==> src/rtl/sop_lut_checker_pkg.sv <==
// sop_lut_checker shared types and sizing helpers.
// Imported by the top and the truth-table store.
package sop_lut_checker_pkg;

    typedef enum logic [1:0] {
        IDLE,
        LOAD,
        SWEEP
    } state_t;

    function automatic int depth_of(input int n_in);
        return 1 << n_in;
    endfunction

    function automatic int cnt_w(input int n_in);
        return n_in + 1;
    endfunction

endpackage

==> src/rtl/sop_lut_checker_tt_store.sv <==
// Truth-table storage: one indexed write port and two
// combinational read ports (evaluation and sweep).
module tt_store
    import sop_lut_checker_pkg::*;
#(
    parameter int N_IN = 4
) (
    input  logic            clk,
    input  logic            we,
    input  logic [N_IN-1:0] waddr,
    input  logic            wdata,
    input  logic [N_IN-1:0] raddr_eval,
    output logic            rdata_eval,
    input  logic [N_IN-1:0] raddr_sweep,
    output logic            rdata_sweep
);

    localparam int DEPTH = depth_of(N_IN);

    logic [DEPTH-1:0] bits;

    // Table bits carry no reset; validity is tracked by the owner.
    always_ff @(posedge clk) begin
        if (we) begin
            bits[waddr] <= wdata;
        end
    end

    assign rdata_eval  = bits[raddr_eval];
    assign rdata_sweep = bits[raddr_sweep];

endmodule

==> config.mk <==
export PLATFORM = sky130hd
export DESIGN_NAME = tt_store
export DESIGN_NICKNAME = d
export VERILOG_FILES = /design/src/rtl/sop_lut_checker_pkg.sv /design/src/rtl/sop_lut_checker_tt_store.sv
export SDC_FILE = /design/constraint.sdc
export NUM_CORES = 1
export LEC_CHECK = 0
export ABC_AREA = 1
export CAP_MARGIN = 20
export CELL_PAD_IN_SITES_DETAIL_PLACEMENT = 1
export CELL_PAD_IN_SITES_GLOBAL_PLACEMENT = 1
export CORE_MARGIN = 3
export CORE_UTILIZATION = 40
export DETAILED_ROUTE_END_ITERATION = 10
export PLACE_DENSITY_LB_ADDON = 0.05
export SETUP_SLACK_MARGIN = 0.15
export SKIP_CTS_REPAIR_TIMING = 1
export SLEW_MARGIN = 0
export SYNTH_ARGS = -nofsm -noshare
export SYNTH_HDL_FRONTEND = slang
export SYNTH_SLANG_ARGS = --single-unit
==> constraint.sdc <==
create_clock -name clk -period 1.8 [get_ports clk]
set_clock_uncertainty 0.15 [all_clocks]
set_input_delay 0.36 -clock clk [delete_from_list [all_inputs] [get_ports clk]]
set_output_delay 0.36 -clock clk [all_outputs]
set_load 0.01 [all_outputs]
==> metrics.yaml <==
hold_depth: 3
max_freq_ghz: 0.566
cp-start-kind: "flop"
cts_num_sinks: 16
dieArea_um2: 3120
port-buffer-count: 16
power_frac_comb_pct: 19.8
die_height_um: 55.8
max_cap_viol_count: 0
largest_register_ff_count: 16
slew_headroom_pct: 69.3
crit_chain: "inv_2, nand2_1, nand3_2, nand3_1, nand3_1, nand2_1, buf_2"
synth_cell_types: 10
cts-root-buf: "clkbuf_4"
p_leak_nw: 0.612
initial_core_util_pct: 43.7
vias: 897
drive_gt1_share_pct: 31.1
synth_area_um2: 993
switching_share_pct: 24.9
numCtsBuffers: 3
detail-route-antenna-nets: 0
layout_min_cycle_time_ps: 1770
startpoint: "bits[7]"
crit_arrival_ps: 1260
coreArea_um2: 2280
grt_overflow_total: 0
grt_max_degree: 17
ir_drop_uv: 559
syn_nets: 147
rows: 17
syn-instance-count: 132
place.gp.congestion: 0.845
dr.pass1.iters: 4
antenna_found_initial: 0
dpl.hpwl_um: 1980
min-delay-start: "waddr[3]"
grt_pass1_vias: 963
area_delta_synth_final_pct: 29.0
hold_path.class: "in2reg"
die_x_um: 55.8
yosys_warnings: 0
cp-end-kind: "output port"
min_period_over_period_pct: 98.1
power_frac_clock_pct: 23.7
avgRoutedWirePerCell_um: 14.2
seqPwrFrac_pct: 56.6
cts_tree: "yes"
fin_area_um2: 1280
htreeDepth: 1
status: "completed"
finalSetupViolCount: 0
finalHoldViolations: 0
regMostFlops: "bits"
diodes: 0
cts_buffer_depth: 2
worst_slack_ps: 34.7
min_to: "bits[13]"
placed_area_um2: 1180
cp_max_fo: 2
crit_required_ps: 1290
finalMaxSlewViolations: 0
vias_per_cell: 5.01
grt_pass1_wl_um: 4160
postLayoutCoreUtil_pct: 56.3
rsz0062_at_grt: "yes"
clkTransAtPathRegs_ps: 80
nNetsFinal: 168
finalWirelength_um: 2540
track_usage_pct: 17.0
slowest_delay_ps: 390
ys_ff_latch: 16
power_switching_mw: 0.185
tightest_slew_ps: 458
drt_iter0_markers: 26
place_ws_ps: -732
worst_path_max_delay_cell: "edfxtp_1"
final_common_cell: "nand2_1"
largestRegisters: "bits (16)"
intPower_mw: 0.558
drc: 0
avgSynthCellArea_um2: 7.53
ys_seq_area_share_pct: 48.4
path_class: "reg2out"
ios: 17
final_cell_mix: "nand2_1 (31), nand3_1 (18), nor2_1 (16), inv_2 (16), edfxtp_1 (16)"
power.density_nw_per_um2: 580
[worst max-delay path: cells and delay by family, from the launching register on]
kind          cells  cell delay [ps]
buf+inv           2              220
flops             1              390
simple gates      5              370
[power by group through the flow]
stage / Combinational, mW / Sequential (mW) / Clock [mW]
final: 0.147 / 0.420 / 0.176
after global routing: 0.165 / 0.421 / 0.201
after CTS: 0.139 / 0.419 / 0.186
after detailed placement: 0.138 / 0.428 / 0
after global placement: 0.134 / 0.427 / 0
after floorplan: 0.0725 / 0.427 / 0
[cell families (layout without fill, tap and decap cells)]
family,Yosys count,after routing,share of synthesized area (%)
and+or+nand+nor,86,86,38.0
buffers and inverters,30,49,13.6
DFF,16,16,48.4
[Yosys cell counts]
master / count / area share [%]
nand2_1: 36 / 14
nand3_1: 30 / 15
inv_1: 26 / 9.8
edfxtp_1: 16 / 48
nor2_1: 16 / 6.0
buf_6: 2 / 2.3
nand2_2: 2 / 1.3
nand3_2: 2 / 2.0
inv_4: 1 / 0.63
inv_6: 1 / 0.88
[worst max-delay path by stage]
stage / end / slack, ps
6_report: rdata_eval / 30
5_1_grt: rdata_sweep / -90
4_1_cts: rdata_sweep / -740
3_5_place_dp: rdata_sweep / -730
3_3_place_gp: rdata_sweep / -690
2_1_floorplan: rdata_sweep / 420
[routing by layer]
metal | global-route usage [%] | up-vias | wire length (um)
met5 | 0 | - | 0
met3 | 2.55 | 10 | 85
met2 | 31.8 | 23 | 1360
met4 | 8.47 | 0 | 97
li1 | - | 457 | -
met1 | 18.4 | 407 | 997
[stage by stage]
stage / setup TNS, ps / hold slack [ps] / std cells / power, mW
4_1_cts: -1370 / 735 / 179 / 0.744
6_report: 0 / 745 / 179 / 0.743
3_5_place_dp: -1350 / 1030 / 176 / 0.566
3_3_place_gp: -1280 / 1030 / 176 / 0.562
5_1_grt: -150 / 759 / 179 / 0.788
2_1_floorplan: 0 / 309 / 132 / 0.499
[cell type report]
type / instances / area, um^2
fillers: 294 / 995
flip-flops and latches: 16 / 480
multi-input cells: 86 / 450
repair buffers: 18 / 180
inverters: 28 / 113
well taps: 28 / 35.0
clock buffers: 3 / 22.5
(Power assumes the default switching activity.)
